==> src/rtl/run_control_issuer.sv <==
// Host command issuer for the task-clock interruption logic; optional HIT_COUNTER_EN adds a saturating breakpoint-hit counter.
// Accept edge -> clk_en change one cycle later; cmd_ready drops for the duration of a STEP burst.
module run_control_issuer #(
    parameter int DATA_W = 32,
    parameter int STEP_W = 16
) (
    input  logic              sys_clk,
    input  logic              sys_reset,
    input  logic              cmd_valid,
    output logic              cmd_ready,
    input  logic [1:0]        cmd_op,
    input  logic [DATA_W-1:0] cmd_arg,
    input  logic [DATA_W-1:0] count_out,
    output logic              clk_en,
    output logic [DATA_W-1:0] breakpoint,
    output logic              halted,
    output logic              bp_hit
`ifdef HIT_COUNTER_EN
    ,
    output logic [15:0]       hit_count
`endif
);

    typedef enum logic [1:0] {
        ST_HALTED = 2'd0,
        ST_RUN    = 2'd1,
        ST_STEP   = 2'd2
    } state_t;

    localparam logic [1:0] OP_HALT   = 2'b00;
    localparam logic [1:0] OP_RUN    = 2'b01;
    localparam logic [1:0] OP_STEP   = 2'b10;
    localparam logic [1:0] OP_SET_BP = 2'b11;

    localparam logic [STEP_W-1:0] STEP_ONE  = {{(STEP_W-1){1'b0}}, 1'b1};
    localparam logic [STEP_W-1:0] STEP_ZERO = '0;

    state_t              state_q, state_d;
    logic                clk_en_q, clk_en_d;
    logic [DATA_W-1:0]   bp_q, bp_d;
    logic                halted_q, halted_d;
    logic                bp_hit_q, bp_hit_d;
    logic                ready_q, ready_d;
    logic [STEP_W-1:0]   step_cnt_q, step_cnt_d;

    logic                accept;
    logic                bp_match;
    logic [STEP_W-1:0]   step_arg;

    assign accept   = cmd_valid && ready_q;
    assign bp_match = clk_en_q && (count_out == bp_q);
    assign step_arg = cmd_arg[STEP_W-1:0];

    always_comb begin
        state_d    = state_q;
        clk_en_d   = clk_en_q;
        bp_d       = bp_q;
        bp_hit_d   = 1'b0;
        step_cnt_d = step_cnt_q;

        case (state_q)
            ST_HALTED: begin
                if (accept) begin
                    case (cmd_op)
                        OP_RUN: begin
                            state_d  = ST_RUN;
                            clk_en_d = 1'b1;
                        end
                        OP_STEP: begin
                            if (step_arg != STEP_ZERO) begin
                                state_d    = ST_STEP;
                                step_cnt_d = step_arg;
                                clk_en_d   = 1'b1;
                            end
                        end
                        OP_SET_BP: bp_d = cmd_arg;
                        default: ;
                    endcase
                end
            end
            ST_RUN: begin
                // Breakpoint takes precedence so a coinciding HALT still reports the hit.
                if (bp_match) begin
                    state_d  = ST_HALTED;
                    clk_en_d = 1'b0;
                    bp_hit_d = 1'b1;
                end else if (accept && cmd_op == OP_HALT) begin
                    state_d  = ST_HALTED;
                    clk_en_d = 1'b0;
                end
                if (accept && cmd_op == OP_SET_BP) begin
                    bp_d = cmd_arg;
                end
            end
            ST_STEP: begin
                if (clk_en_q) begin
                    step_cnt_d = step_cnt_q - STEP_ONE;
                    if (step_cnt_q == STEP_ONE) begin
                        state_d  = ST_HALTED;
                        clk_en_d = 1'b0;
                    end
                end
            end
            default: begin
                state_d  = ST_HALTED;
                clk_en_d = 1'b0;
            end
        endcase

        halted_d = (state_d == ST_HALTED);
        ready_d  = (state_d != ST_STEP);
    end

    always_ff @(posedge sys_clk) begin
        if (sys_reset) begin
            state_q    <= ST_HALTED;
            clk_en_q   <= 1'b0;
            bp_q       <= '1;
            halted_q   <= 1'b1;
            bp_hit_q   <= 1'b0;
            ready_q    <= 1'b1;
            step_cnt_q <= '0;
        end else begin
            state_q    <= state_d;
            clk_en_q   <= clk_en_d;
            bp_q       <= bp_d;
            halted_q   <= halted_d;
            bp_hit_q   <= bp_hit_d;
            ready_q    <= ready_d;
            step_cnt_q <= step_cnt_d;
        end
    end

`ifdef HIT_COUNTER_EN
    logic [15:0] hit_cnt_q, hit_cnt_d;

    // Counts alongside the bp_hit pulse; a new breakpoint restarts the tally.
    always_comb begin
        hit_cnt_d = hit_cnt_q;
        if (accept && cmd_op == OP_SET_BP) begin
            hit_cnt_d = 16'd0;
        end else if (bp_hit_d && hit_cnt_q != 16'hFFFF) begin
            hit_cnt_d = hit_cnt_q + 16'd1;
        end
    end

    always_ff @(posedge sys_clk) begin
        if (sys_reset) begin
            hit_cnt_q <= 16'd0;
        end else begin
            hit_cnt_q <= hit_cnt_d;
        end
    end

    assign hit_count = hit_cnt_q;
`endif

    assign cmd_ready  = ready_q;
    assign clk_en     = clk_en_q;
    assign breakpoint = bp_q;
    assign halted     = halted_q;
    assign bp_hit     = bp_hit_q;

endmodule

==> config.mk <==
export PLATFORM = sky130hd
export DESIGN_NAME = run_control_issuer
export DESIGN_NICKNAME = d
export VERILOG_FILES = /design/src/rtl/run_control_issuer.sv
export SDC_FILE = /design/constraint.sdc
export NUM_CORES = 1
export LEC_CHECK = 0
export ABC_CLOCK_PERIOD_IN_PS = 1900
export BUFFER_PORTS_ARGS = -buffer_cell sky130_fd_sc_hd__buf_2
export CORE_UTILIZATION = 40
export CTS_CLUSTER_SIZE = 40
export DETAILED_ROUTE_END_ITERATION = 16
export GPL_TIMING_DRIVEN = 0
export PLACE_DENSITY = 0.74
export REMOVE_ABC_BUFFERS = 1
export SETUP_SLACK_MARGIN = 0.1
export SLEW_MARGIN = 30
export SYNTH_ARGS = -nofsm -noshare
export SYNTH_HDL_FRONTEND = slang
export SYNTH_SLANG_ARGS = --single-unit
export TNS_END_PERCENT = 20
==> constraint.sdc <==
create_clock -name sys_clk -period 1.9 [get_ports sys_clk]
set_input_delay 0.19 -clock sys_clk [delete_from_list [all_inputs] [get_ports sys_clk]]
set_output_delay 0.19 -clock sys_clk [all_outputs]
set_load 0.05 [all_outputs]
==> flow_metrics.tcl, run 1 <==
set metrics [dict create \
    hold_viol_final 0 \
    syn_area_sq_um 3029 \
    yosysSeqAreaShare_pct 35.69 \
    critPathSlowestCell "or4_4" \
    antenna_left 0 \
    die_area_sq_um 7925 \
    hp-start "cmd_arg[30]" \
    synth_cell_types 49 \
    cp_data_required_time_ps 2090 \
    io_buffers 104 \
    antenna_found_initial 0 \
    ys_warn_count 0 \
    synth_ff_type "dfxtp_1" \
    cts_tree "done" \
    worstPathArrival_ps 2250 \
    final_util_pct 51.24 \
    final_cell_mix "buf_2, nand2_1, dfxtp_1" \
    synthesis.instances 378 \
    clockBufferDepth 2 \
    violations "setup timing" \
    async_reset_ff_share_pct 0 \
    crit_fanout 7 \
    syn2layout_area_growth_pct 23.34 \
    routed_wl_microns 8805 \
    gp_congestion 0.8027 \
    worst_slew_pin_slew_ps 801.6 \
    rsz0062_at_grt "yes" \
    track_usage_pct 21.72 \
    root_buffer "clkbuf_8" \
    core_area_sq_um 7292 \
    layout_commonest_cell "buf_2" \
    ys_seq_elements 54 \
    clk_pin_slew_worst_paths_ps 90 \
    grt_pass1_vias 2838 \
    critPathCaptureType "flip-flop" \
    overflow 0 \
    cts_made_buffers 5 \
    slowest_delay_ps 560 \
    clock_skew_ps 5.918 \
    period_share_pct 108.5 \
    synth_area_per_cell_sq_um 8.014 \
    status "finished, violations left" \
    start_kind "flip-flop" \
    clk_latency_ps 310 \
    dpl.hpwl_microns 6316 \
    layout-drive-gt1-share_pct 30.04 \
    period_needed_ps 2062 \
    leakage_nw 1.551 \
    layout.nets 541 \
    antenna_cells 0 \
    cp_num_buf_inv 0 \
    grt_first_pass_wirelength_microns 13350 \
    vias 3179 \
    rr_startpoint "step_cnt_q[2]$_SDFFE_PP0P_" \
    fp.dieH_microns 89.02 \
    hold_ws_ps 84.49 \
    ir_drop_mv 0.3268 \
    start_util_pct 41.54 \
    clkSinkCount 54 \
    fillers 718 \
    powerDensity_nw_per_um2 693.8 \
    min_path_type "in2reg" \
    drc 0 \
    crit_top_cell "or4_4" \
    crit_chain "or4_4 > or4_4 > o21a_1 > o311ai_2 > o31ai_1" \
    drt_iter0_markers 264 \
    crit_start "step_cnt_q[2]$_SDFFE_PP0P_" \
    routedWlPerCell_microns 15.58 \
    setup_viol 3 \
    max_cap_viol_count 0 \
    worst_slack_ps -162.1 \
    grt_max_degree 49 \
    die_w_microns 89.02 \
    maxSlewViolCount 0 \
    avgViaCountPerCell 5.627 \
    synth_edf_count 0 \
    crit_family "simple AND/OR/NAND/NOR gates" \
    drt_first_pass_iters 5 \
    finalSetupTns_ps -363.3 \
    io_pins 105 \
    row_count 31 \
    max_freq_mhz 485.0 \
    critical_path_class "reg2reg" \
    reg2reg_slack_ps -160 \
    slew-limit-headroom_pct 46.48 \
    power_mw 2.592 \
    htreeDepth 2 \
]
## area by class of cell
class                           count  area [sq um]  area share (%)
Multi-Input combinational cell    291          1862           49.83
Clock inverter                      2         15.01          0.4019
Tap cell                           99         123.9           3.315
Sequential cell                    54          1097           29.37
Clock buffer                        5         68.82           1.842
Inverter                            7         26.28          0.7033
Timing Repair Buffer              107         543.0           14.53
## logic make-up (layout without fill, tap and decap cells)
family                   Yosys count  count (layout)  share of synthesized area, %
AND/OR/NAND/NOR                  180             180                         29.70
AO/OA/AOI/OAI                     73              73                         18.13
flip-flops                        54              54                         35.69
buffers and inverters             33             121                         4.750
XOR/XNOR                          32              32                         9.252
adder cells (fa/ha/maj)            6               6                         2.478
## path summary, 6_finish.rpt
| check | end | cells after the start |
|---|---|---|
| worst max-delay path | step_cnt_q[13]$_SDFFE_PP0P_ | 5 |
| worst min-delay path | breakpoint[30]$_SDFFE_PP1P_ | 3 |
| worst max register to register | step_cnt_q[13]$_SDFFE_PP0P_ | 5 |
| worst min register to register | breakpoint[28]$_SDFFE_PP1P_ | 2 |
## cell usage after synthesis (2+ instances only)
cell type / instances / share of area [%]
nand3_1: 36 / 5.9
xor2_1: 3 / 0.87
o31a_1: 3 / 0.87
o311ai_0: 10 / 2.9
a21o_1: 2 / 0.50
or4_1: 5 / 1.2
or4_4: 2 / 0.74
clkbuf_1: 21 / 2.6
nand4_1: 14 / 2.9
o21a_1: 6 / 1.5
nor3b_1: 2 / 0.50
a31oi_1: 3 / 0.62
nand2_1: 74 / 9.2
buf_6: 2 / 0.74
nor3_1: 10 / 1.7
o31ai_1: 12 / 3.0
inv_1: 7 / 0.87
dfxtp_1: 54 / 36
nor4_1: 9 / 1.9
or3_1: 3 / 0.62
nor2_1: 9 / 1.1
nor2b_1: 3 / 0.62
a211oi_1: 2 / 0.50
nand2b_1: 2 / 0.41
or4b_2: 2 / 0.66
and3_1: 2 / 0.41
o41a_1: 2 / 0.74
xnor2_1: 29 / 8.4
and2_1: 2 / 0.41
ha_1: 6 / 2.5
a21oi_1: 18 / 3.0
o21ai_0: 5 / 0.83
o32ai_1: 2 / 0.58
## registers in the layout, summed over array words and instances (netlist names)
register and count:
step_cnt_q 16, bp_hit 1, state_q 2, clk_en 1
halted 1, cmd_ready 1, breakpoint 32
## what timing repair did
item	in CTS	in global routing
setup endpoints to repair	51	31
setup buffers	2	1
gates resized for setup	17	8
hold buffers	0	0
pin swaps	5	0
## layer usage
layer / track usage, % / vias up / wire length, microns
li1: - / 1549 / -
met5: 0 / - / 0
met3: 3.970 / 19 / 699
met2: 38.32 / 156 / 4164
met1: 26.21 / 1455 / 3716
met4: 8.514 / 0 / 224
## report_power, final
group | internal [mW] | total [mW] | switching (mW)
logic | 0.253 | 0.704 | 0.450
clock network | 0.252 | 0.624 | 0.372
registers | 1.19 | 1.26 | 0.0743
## through the flow
stage	setup WS, ps	area [sq um]	std cells
2_1_floorplan	-205.4	2912	352
3_3_place_gp	-738.4	3556	555
3_5_place_dp	-739.4	3557	555
4_1_cts	-167.9	3701	564
5_1_grt	-204.1	3736	565
6_report	-162.1	3736	565
## worst reg2reg max path: cells and delay by family, from the launching register on
family / cells / cell delay (ps)
flops: 1 / 380
compound gates: 3 / 520
simple gates: 2 / 1060
Note: power is estimated with default switching activity, not from simulation.
==> run 2: changes to the inputs <==
==> constraint.sdc (replaced) <==
create_clock -name sys_clk -period 1.9 [get_ports sys_clk]
set_input_delay 0.57 -clock sys_clk [delete_from_list [all_inputs] [get_ports sys_clk]]
set_output_delay 0.57 -clock sys_clk [all_outputs]
set_load 0.05 [all_outputs]
==> flow_metrics.tcl, run 2 (synthesis gave the netlist of run 1 again) <==
set metrics [dict create \
    min_path_type "in2reg" \
    crit_fanout 7 \
    track_usage_pct 22.63 \
    grt_pass1_vias 2910 \
    worst_slack_ps -202.5 \
    start_util_pct 41.54 \
    critPathCaptureType "flip-flop" \
    grt_first_pass_wirelength_microns 13720 \
    rr_worst_depth 5 \
    overflow 0 \
    largest_reg_flops 32 \
    die_area_sq_um 7925 \
    grt_max_degree 49 \
    period_needed_ps 2102 \
    max_cap_viol_count 0 \
    reg2reg_slack_ps -190 \
    rr_startpoint "step_cnt_q[2]$_SDFFE_PP0P_" \
    avgViaCountPerCell 5.734 \
    gp_congestion 0.8027 \
    clk_latency_ps 310 \
    fillers 680 \
    core_area_sq_um 7292 \
    clockBufferDepth 2 \
    leakage_nw 1.611 \
    routedWlPerCell_microns 16.25 \
    final_util_pct 54.31 \
    row_count 31 \
    final_cell_mix "buf_2, nand2_1, dfxtp_1" \
    crit_chain "buf_8 > or4_4 > o41ai_4 > o31a_4 > buf_12 > or3_1 > a21oi_1" \
    hp-start "cmd_arg[30]" \
    layout.nets 548 \
    powerDensity_nw_per_um2 669.4 \
    antenna_left 0 \
    antenna_cells 0 \
    drt_iter0_markers 195 \
    ir_drop_mv 0.3209 \
    status "finished, violations left" \
    die_w_microns 89.02 \
    cp_num_buf_inv 2 \
    clock_skew_ps 3.798 \
    cp_data_required_time_ps 2090 \
    min_path_cells 3 \
    syn2layout_area_growth_pct 30.73 \
    start_kind "input port" \
    io_buffers 104 \
    critical_path_class "in2reg" \
    root_buffer "clkbuf_8" \
    violations "setup timing" \
    critPathSlowestCell "or4_4" \
    min_to "breakpoint[30]$_SDFFE_PP1P_" \
    layout-drive-gt1-share_pct 32.98 \
    slowest_delay_ps 540 \
    fin_area_sq_um 3960 \
    hold_buffers 0 \
    slew-limit-headroom_pct 32.74 \
    layout_commonest_cell "buf_2" \
    routed_wl_microns 9297 \
    max_freq_mhz 475.6 \
    maxSlewViolCount 0 \
    cts_made_buffers 5 \
    placed_area_sq_um 3557 \
    drc 0 \
    antenna_found_initial 0 \
    fp.dieH_microns 89.02 \
    hold_viol_final 0 \
    period_share_pct 110.7 \
    setup_viol 18 \
    vias 3280 \
    dpl.hpwl_microns 6316 \
    worst_slew_pin_slew_ps 1007 \
    cts_tree "done" \
    rr_endpoint "step_cnt_q[15]$_SDFFE_PP0P_" \
    io_pins 105 \
    worstPathArrival_ps 2290 \
    clk_pin_slew_worst_paths_ps 100 \
    clkSinkCount 54 \
    drt_first_pass_iters 5 \
    rsz0062_at_grt "yes" \
    htreeDepth 2 \
    crit_family "compound AO/OA/AOI/OAI gates" \
]
[run 2: per-stage QoR]
stage               total power [mW]  setup slack, ps  cells  hold WS [ps]  TNS (ps)
floorplan                      1.730           -585.4    352         464.9     -8979
global placement               1.952            -1118    555         478.4    -29200
detailed placement             1.963            -1119    555         486.1    -27760
CTS                            2.638           -184.2    572         463.5     -2652
global route                   2.778           -238.5    572         456.8     -3490
finish                         2.651           -202.5    572         461.6     -2893
[run 2: routing by layer]
layer	GRT usage, %	part of all wire, %	vias up
met5	0	0	-
met4	7.215	2.2	0
met3	4.155	8.0	25
met2	41.26	49	172
met1	26.89	41	1523
li1	-	-	1560
[run 2: where the power goes]
| group | switching (mW) | internal [mW] | total (mW) |
|---|---|---|---|
| clock network | 0.379 | 0.253 | 0.632 |
| logic | 0.468 | 0.279 | 0.748 |
| registers | 0.0815 | 1.19 | 1.27 |
| total | 0.929 | 1.72 | 2.65 |
[run 2: area by class of cell]
| type | count | area, sq um | area share (%) |
|---|---|---|---|
| clock buffer | 5 | 68.82 | 1.738 |
| inverter | 7 | 26.28 | 0.6635 |
| clock inverter | 2 | 15.01 | 0.3791 |
| multi-input combinational | 292 | 1978 | 49.95 |
| timing repair buffer | 113 | 650.6 | 16.43 |
| tap | 99 | 123.9 | 3.128 |
| sequential | 54 | 1097 | 27.71 |
[run 2: worst register-to-register path: cells and delay by family (launching register included)]
kind / cells / cell delay (ps)
AOI/OAI and AO/OA: 3 / 530
and+or+nand+nor: 2 / 1050
DFF: 1 / 390
[run 2: what timing repair did]
action	in CTS	in global routing
buffers inserted	9	0
endpoints found under the setup margin	52	44
gates resized for setup	51	14
pin swaps	22	6
gates cloned	1	0
[run 2: worst max path at each step]
stage                start  depth (start not counted)                          end  slack, ps
6_report        cmd_arg[2]                          7   step_cnt_q[1]$_SDFFE_PP0P_       -200
5_1_grt         cmd_arg[2]                          7   step_cnt_q[7]$_SDFFE_PP0P_       -240
4_1_cts         cmd_arg[2]                          7   step_cnt_q[1]$_SDFFE_PP0P_       -180
3_5_place_dp   cmd_arg[11]                          6   step_cnt_q[4]$_SDFFE_PP0P_      -1120
3_3_place_gp   cmd_arg[11]                          6   step_cnt_q[4]$_SDFFE_PP0P_      -1120
2_1_floorplan  cmd_arg[11]                          5  step_cnt_q[12]$_SDFFE_PP0P_       -590
